**src/rtl/extio8x4_axis_rxfifo2_if.sv**
```systemverilog
// Handshake bundle for the dual-channel rx byte FIFO: two producer-side
// streams, two target-side streams and the per-channel fill levels.
interface extio8x4_axis_rxfifo2_if #(
  parameter int LW = 3
);
  logic          s0_tvalid;
  logic          s0_tready;
  logic [7:0]    s0_tdata8;
  logic          s1_tvalid;
  logic          s1_tready;
  logic [7:0]    s1_tdata8;
  logic          m0_tvalid;
  logic          m0_tready;
  logic [7:0]    m0_tdata8;
  logic          m1_tvalid;
  logic          m1_tready;
  logic [7:0]    m1_tdata8;
  logic [LW-1:0] level0;
  logic [LW-1:0] level1;

  // FIFO side
  modport slave (
    input  s0_tvalid, s0_tdata8, s1_tvalid, s1_tdata8, m0_tready, m1_tready,
    output s0_tready, s1_tready, m0_tvalid, m0_tdata8, m1_tvalid, m1_tdata8,
           level0, level1
  );

  // Producer/target side
  modport master (
    output s0_tvalid, s0_tdata8, s1_tvalid, s1_tdata8, m0_tready, m1_tready,
    input  s0_tready, s1_tready, m0_tvalid, m0_tdata8, m1_tvalid, m1_tdata8,
           level0, level1
  );
endinterface

```
**src/rtl/extio8x4_axis_rxfifo2.sv**
```systemverilog
// Dual-channel byte FIFO feeding the target's axis_rx0/axis_rx1 ports.
// Registered storage with combinational head read; no fall-through path.
module extio8x4_axis_rxfifo2 #(
  parameter int DEPTH = 4,
  parameter int LW    = 3
) (
  input  logic                          clk,
  input  logic                          reset,
  input  logic                          flush,
  extio8x4_axis_rxfifo2_if.slave        bus
);
  localparam int PW = $clog2(DEPTH);

  logic [1:0]          in_valid;
  logic [1:0]          in_ready;
  logic [1:0]          out_valid;
  logic [1:0]          out_ready;
  logic [1:0][7:0]     in_data;
  logic [1:0][7:0]     out_data;
  logic [1:0][LW-1:0]  level;

  assign in_valid  = {bus.s1_tvalid, bus.s0_tvalid};
  assign in_data   = {bus.s1_tdata8, bus.s0_tdata8};
  assign out_ready = {bus.m1_tready, bus.m0_tready};

  assign bus.s0_tready = in_ready[0];
  assign bus.s1_tready = in_ready[1];
  assign bus.m0_tvalid = out_valid[0];
  assign bus.m1_tvalid = out_valid[1];
  assign bus.m0_tdata8 = out_data[0];
  assign bus.m1_tdata8 = out_data[1];
  assign bus.level0    = level[0];
  assign bus.level1    = level[1];

  for (genvar c = 0; c < 2; c++) begin : g_ch
    logic [7:0]    mem [DEPTH];
    logic [PW-1:0] wptr;
    logic [PW-1:0] rptr;
    logic [LW-1:0] count;
    logic          push;
    logic          pop;

    // Flush masks both handshakes, so it wins over any transfer that cycle.
    assign in_ready[c]  = (count != LW'(DEPTH)) && !flush;
    assign out_valid[c] = (count != '0) && !flush;
    assign push         = in_valid[c] && in_ready[c];
    assign pop          = out_valid[c] && out_ready[c];
    assign out_data[c]  = mem[rptr];
    assign level[c]     = count;

    // NOTE: state registers use non-blocking assignments so every flop
    // samples the pre-edge value of its neighbours.
    always_ff @(posedge clk or posedge reset) begin
      if (reset) begin
        wptr  <= '0;
        rptr  <= '0;
        count <= '0;
      end else if (flush) begin
        wptr  <= '0;
        rptr  <= '0;
        count <= '0;
      end else begin
        if (push) wptr <= wptr + PW'(1);
        if (pop)  rptr <= rptr + PW'(1);
        case ({push, pop})
          2'b10:   count <= count + LW'(1);
          2'b01:   count <= count - LW'(1);
          default: count <= count;
        endcase
      end
    end

    // NOTE: storage has no reset; valid only rises over written entries,
    // so leaving it unreset keeps it a plain register file.
    always_ff @(posedge clk) begin
      if (push) mem[wptr] <= in_data[c];
    end
  end
endmodule

```
**src/flat_wrapper.sv**
```systemverilog
// flat-port wrapper written by rule: the top's interface ports become plain ports
module extio8x4_axis_rxfifo2_flat 
#(
  parameter int DEPTH = 4,
  parameter int LW    = 3
)
  (clk, reset, flush, bus_s0_tvalid, bus_s0_tdata8, bus_s1_tvalid, bus_s1_tdata8, bus_m0_tready, bus_m1_tready, bus_s0_tready, bus_s1_tready, bus_m0_tvalid, bus_m0_tdata8, bus_m1_tvalid, bus_m1_tdata8, bus_level0, bus_level1);
  extio8x4_axis_rxfifo2_if #(.LW(LW)) bus_i ();
  input  logic clk;
  input  logic reset;
  input  logic flush;
  input wire logic [$bits(bus_i.s0_tvalid)-1:0] bus_s0_tvalid;
  input wire logic [$bits(bus_i.s0_tdata8)-1:0] bus_s0_tdata8;
  input wire logic [$bits(bus_i.s1_tvalid)-1:0] bus_s1_tvalid;
  input wire logic [$bits(bus_i.s1_tdata8)-1:0] bus_s1_tdata8;
  input wire logic [$bits(bus_i.m0_tready)-1:0] bus_m0_tready;
  input wire logic [$bits(bus_i.m1_tready)-1:0] bus_m1_tready;
  output wire logic [$bits(bus_i.s0_tready)-1:0] bus_s0_tready;
  output wire logic [$bits(bus_i.s1_tready)-1:0] bus_s1_tready;
  output wire logic [$bits(bus_i.m0_tvalid)-1:0] bus_m0_tvalid;
  output wire logic [$bits(bus_i.m0_tdata8)-1:0] bus_m0_tdata8;
  output wire logic [$bits(bus_i.m1_tvalid)-1:0] bus_m1_tvalid;
  output wire logic [$bits(bus_i.m1_tdata8)-1:0] bus_m1_tdata8;
  output wire logic [$bits(bus_i.level0)-1:0] bus_level0;
  output wire logic [$bits(bus_i.level1)-1:0] bus_level1;
  assign bus_i.s0_tvalid = bus_s0_tvalid;
  assign bus_i.s0_tdata8 = bus_s0_tdata8;
  assign bus_i.s1_tvalid = bus_s1_tvalid;
  assign bus_i.s1_tdata8 = bus_s1_tdata8;
  assign bus_i.m0_tready = bus_m0_tready;
  assign bus_i.m1_tready = bus_m1_tready;
  assign bus_s0_tready = bus_i.s0_tready;
  assign bus_s1_tready = bus_i.s1_tready;
  assign bus_m0_tvalid = bus_i.m0_tvalid;
  assign bus_m0_tdata8 = bus_i.m0_tdata8;
  assign bus_m1_tvalid = bus_i.m1_tvalid;
  assign bus_m1_tdata8 = bus_i.m1_tdata8;
  assign bus_level0 = bus_i.level0;
  assign bus_level1 = bus_i.level1;
  extio8x4_axis_rxfifo2 #(.DEPTH(DEPTH), .LW(LW)) u_core (.clk(clk), .reset(reset), .flush(flush), .bus(bus_i));
endmodule
```
**config.mk**
```make
export PLATFORM = sky130hd
export DESIGN_NAME = extio8x4_axis_rxfifo2_flat
export DESIGN_NICKNAME = d
export VERILOG_FILES = /design/src/rtl/extio8x4_axis_rxfifo2_if.sv /design/src/rtl/extio8x4_axis_rxfifo2.sv /design/src/flat_wrapper.sv
export SDC_FILE = /design/constraint.sdc
export NUM_CORES = 1
export LEC_CHECK = 0
export ABC_CLOCK_PERIOD_IN_PS = 4700
export CAP_MARGIN = 20
export CORE_ASPECT_RATIO = 0.7
export CORE_UTILIZATION = 35
export CTS_CLUSTER_SIZE = 30
export DETAILED_ROUTE_END_ITERATION = 12
export DONT_BUFFER_PORTS = 1
export PLACE_DENSITY = 0.57
export SYNTH_ARGS = -nofsm -noshare
export SYNTH_HDL_FRONTEND = slang
export SYNTH_SLANG_ARGS = --single-unit
export TNS_END_PERCENT = 50
```
**constraint.sdc**
```tcl
create_clock -name clk -period 4.7 [get_ports clk]
set_input_delay 0.94 -clock clk [delete_from_list [all_inputs] [get_ports clk]]
set_output_delay 0.94 -clock clk [all_outputs]
set_load 0.02 [all_outputs]
```
**Word level (Yosys, flattened, before mapping)**

Memory sizes are Yosys's and may differ from the RTL's.
Index checks and enable logic that the tools add are counted.

- Register bits: 14
- RAM bits: 64
- Input port bits: 23
- Output and inout port bits: 26
- Word-level logic and storage cells: 55
- Memories kept: 2

Memory list:

| memory | words | bits a word | rd ports | clocked after Yosys merged registers in | write ports | RTL line | RTL |
|---|---|---|---|---|---|---|---|
| u_core.g_ch[0].mem | 4 | 8 | 1 | 0 | 1 | extio8x4_axis_rxfifo2.sv:36 | `logic [7:0] mem [DEPTH];` |
| u_core.g_ch[1].mem | 4 | 8 | 1 | 0 | 1 | extio8x4_axis_rxfifo2.sv:36 |  |

- Add/subtract/negate cells: 8
- Equality and inequality tests: 6
- Mux-type cells: 16
- Reduce and logical (&&, ||, !) cells: 17

Operator list:

| kind | number |
|---|---|
| two-way mux 2 bit | 8 |
| one-hot mux 3 bit (2 select lines) | 2 |
| nonzero test 3 bit | 4 |
| adder 2 x 1 -> 2 bit, second input constant | 4 |
| logical AND 1 bit | 8 |
| nonzero test 2 bit | 4 |
| adder 3 x 1 -> 3 bit, second input constant | 2 |
| two-way mux 3 bit | 2 |
| != test 3 bit, second input constant | 2 |
| subtractor 3 x 1 -> 3 bit, second input constant | 2 |
| == test 2 x 1 -> 1 bit, second input constant | 2 |
| == test 2 bit, second input constant | 2 |
| two-way mux 1 bit | 4 |
| zero test 1 bit | 1 |

**Logic depth before layout (Yosys ltp)**

- Depth after elaboration: 6
- Mapped depth: 8
- Mapped depth without buffers: 7

**Worst setup path after synthesis**

OpenSTA, ideal clock, no wires.

- Kind: in2out
- Start point: input flush
- End point: output bus_s1_tready
- Arrival time: 1.603 ns
- Required time: 3.760 ns
- Setup slack: 2.157 ns
- Stages: 3
- Path buffers: 2
- Cell sequence: buf_2 > buf_2 > a21oi_1

- Word-level cells in the longest chain between the ends: 2

RTL lines:

| element | RTL line | RTL |
|---|---|---|
| start, declared | flat_wrapper.sv:11 | `input logic flush;` |
| zero test 1 bit | extio8x4_axis_rxfifo2.sv:44 | `assign in_ready[c] = (count != LW'(DEPTH)) && !flush;` |
| logical AND 1 bit | extio8x4_axis_rxfifo2.sv:44 |  |
| end, declared | flat_wrapper.sv:19 | `output wire logic [$bits(bus_i.s1_tready)-1:0] bus_s1_tready;` |

No other way between the ends.

**Final worst setup path**

- Start point: register u_core.g_ch[1].rptr[0]
- End point: output bus_m1_tdata8[5]

- Word-level cells in the longest chain between the ends: 1

RTL lines:

| element | RTL line | RTL |
|---|---|---|
| start, declared | extio8x4_axis_rxfifo2.sv:38 | `logic [PW-1:0] rptr;` |
| start signal, assigned | extio8x4_axis_rxfifo2.sv:64 | `if (pop) rptr <= rptr + PW'(1);` |
| memory read (4 x 8 bit) | - |  |
| end, declared | flat_wrapper.sv:23 | `output wire logic [$bits(bus_i.m1_tdata8)-1:0] bus_m1_tdata8;` |

No other way between the ends.

==> impl_metrics.yaml <==
clock_tree:
  cts.sinks: 78
  cts.hold.buffers_added: 0
  cts_resized: 0
  htree_num_levels: 3
  clockRootBuffer: "clkbuf_16"
  cts_tree: "built"
  insertion_delay_ns: 0.33
  cts_setup_buffers: 0
  cts_inserted_buffers: 9
  clockBufferDepth: 2
  path_clk_slew_ns: 0.06
critical_path:
  cpMaxStageDelayCell: "dfrtp_1"
  crit_path_end_kind: "primary output"
  worstPathRequired_ns: 3.76
  rrSetupSlack_ns: 2.45
  critPathTopFamily: "flip-flops"
  reg2reg_depth: 7
  critPathMaxStageDelay_ns: 0.74
  reg2reg_to: "u_core.bus.level0[1]"
  crit_path_cell_trace: "mux4_2"
  crit_arrival_ns: 1.74
  crit_fanout: 10
  critPathLaunchType: "flip-flop"
  worstSetupPathType: "reg -> out"
  r2r_start: "u_core.bus.level0[1]"
  cp_num_buf_inv: 0
detailed_routing:
  wl_per_cell_microns: 18.13
  drcViolationCount: 0
  vias_per_cell: 4.924
  route.vias.total: 1684
  ant_nets: 0
  dr.pass1.iters: 4
  drtIter0Drc: 159
  routed_wirelength_microns: 6200
placement:
  hpwl_microns: 4315
  globalplace.congestion: 0.7326
  port_buffers: 0
synth:
  ys_types: 44
  synth-async-reset-ratio_pct: 17.95
  synth-seq-area-share_pct: 65.89
  synth-edff-count: 64
  syn_area_sq_mm: 0.003448
  syn_inst: 215
  ys.warnings.count: 0
  synth_commonest_cells: "64 x edfxtp_1, 18 x nor2_1, 16 x mux4_2, 14 x dfrtp_1, 9 x inv_1"
  synth.area.top_cells: "edfxtp_1 56%, mux4_2 10%, dfrtp_1 10%"
  synth_top_area_share_pct: 55.73
  syn-num-nets: 248
  ys_ff_latch: 78
  syn_area_per_cell_sq_um: 16.04
  yosysMostFrequentCell: "edfxtp_1"
  synth.largest_area_cell: "edfxtp_1"
  ys.flop_type: "edfxtp_1"
sta:
  finalSetupTns_ns: 0
  fin_skew_ns: 0.004251
  post-route-period-util_pct: 57.03
  fin_crit_ns: 2.681
  fmax_mhz: 373.0
  max_slew_margin_pct: 58.23
  hold_slack_ns: 0.5539
  finalHoldViolCount: 0
  setup_viol: 0
  rsz0062_at_grt: "no"
  tightestPinTransition_ns: 0.6265
  drv_slew: 0
power_and_ir_drop:
  leakagePower_nw: 1.304
  p_sw_w: 0.0004130
  power_frac_seq_pct: 49.5
  powerDensity_mw_per_mm2: 441.8
  pwr-share-clk_pct: 40.0
  peakVddDrop_uv: 205.3
  p_sw_share_pct: 24.50
  intPower_w: 0.001273
  total_power_w: 0.001686
  combPwrFrac_pct: 10.5
global_routing:
  grt.overflow.total: 0
  grt_max_degree: 23
  grt_pass1_wl_microns: 10230
  grt_usage_pct: 13.69
  grt_pass1_vias: 1805
  antenna_found_initial: 0
flow_run:
  drv_cap: 0
floorplanning:
  fp-row-count: 29
  core-area_sq_mm: 0.009325
  num_io_pins: 49
  start_util_pct: 36.98
  dieArea_sq_mm: 0.01026
  chipWidth_microns: 120.6
  die_h_microns: 85.05
final_layout:
  fin_util_pct: 40.92
  drive_above_1_share_pct: 16.51
  nets: 246
  nFillCells: 825
  antenna_cells: 0
  syn2layout_area_growth_pct: 10.67
hold_path:
  hp-class: "in -> async"
status:
  outcome: "finished clean"
-- power groups by stage --
| stage | Sequential, W | Clock (W) | Combinational (W) |
|---|---|---|---|
| detailed placement | 0.000851 | 0 | 0.000180 |
| finish | 0.000835 | 0.000674 | 0.000177 |
| floorplan | 0.000820 | 0 | 0.000184 |
| global route | 0.000843 | 0.000719 | 0.000197 |
| CTS | 0.000837 | 0.000691 | 0.000180 |
| global placement | 0.000849 | 0 | 0.000177 |
-- flip-flops by register name, summed over array words and instances (netlist names) --
signal and cells:
u_core.g_ch.wptr 4, u_core.bus.level0 3, u_core.g_ch.rptr 4, u_core.g_ch.mem 64
u_core.bus.level1 3
-- layout by cell type (no fill, tap or decap), types with 3 or more instances in the layout --
cell type	count
edfxtp_1	64
nor2_1	18
mux4_2	16
dfrtp_1	14
inv_1	9
clkbuf_16	9
ha_1	8
a21oi_1	6
xor2_1	6
nand2_1	6
and2_1	6
o21ai_0	5
nor3_1	4
and3_1	4
nand2b_1	3
-- logic make-up (layout without fill, tap and decap cells) --
logic type      count (synthesis)  after routing  share of synthesized area [%]
mux                            19             19                          11.50
xor+xnor                        8              8                          2.032
simple gates                   50             50                          7.402
flops                          78             78                          65.89
compound gates                 27             27                          5.733
buf+inv                        23             26                          3.374
fa+ha+maj                      10             10                          4.064
-- cell type report --
| type | count | area [sq um] | share of cell area [%] |
|---|---|---|---|
| clock inverters | 5 | 58.81 | 1.541 |
| multi-input cells | 114 | 1060 | 27.77 |
| well taps | 124 | 155.1 | 4.066 |
| inverters | 10 | 37.54 | 0.9836 |
| flip-flops and latches | 78 | 2272 | 59.54 |
| clock buffers | 11 | 232.7 | 6.098 |
-- layer usage --
metal | GRT usage [%] | share of wire (%) | up-vias
li1 | - | - | 806
met1 | 18.86 | 48 | 835
met2 | 19.12 | 45 | 36
met3 | 6.048 | 6.1 | 7
met4 | 4.826 | 1.2 | 0
met5 | 0 | 0 | -
-- stage by stage --
stage / worst slack, ns / instance area (sq um) / cells
5_1_grt: 1.908 / 3816 / 342
4_1_cts: 1.967 / 3816 / 342
6_report: 2.019 / 3816 / 342
3_3_place_gp: 2.338 / 3525 / 326
3_5_place_dp: 2.322 / 3525 / 326
2_1_floorplan: 2.157 / 3448 / 215
-- worst max path at each step --
stage	start	end	slack [ns]	cells after the start
2_1_floorplan	flush	bus_s1_tready	2.16	3
3_3_place_gp	u_core.g_ch[0].rptr[0]	bus_m0_tdata8[0]	2.34	1
3_5_place_dp	u_core.g_ch[0].rptr[0]	bus_m0_tdata8[2]	2.32	1
4_1_cts	u_core.g_ch[0].rptr[0]	bus_m0_tdata8[2]	1.97	1
5_1_grt	u_core.g_ch[0].rptr[0]	bus_m0_tdata8[2]	1.91	1
6_report	u_core.g_ch[1].rptr[0]	bus_m1_tdata8[5]	2.02	1
Power figures use the tool's default switching activity.
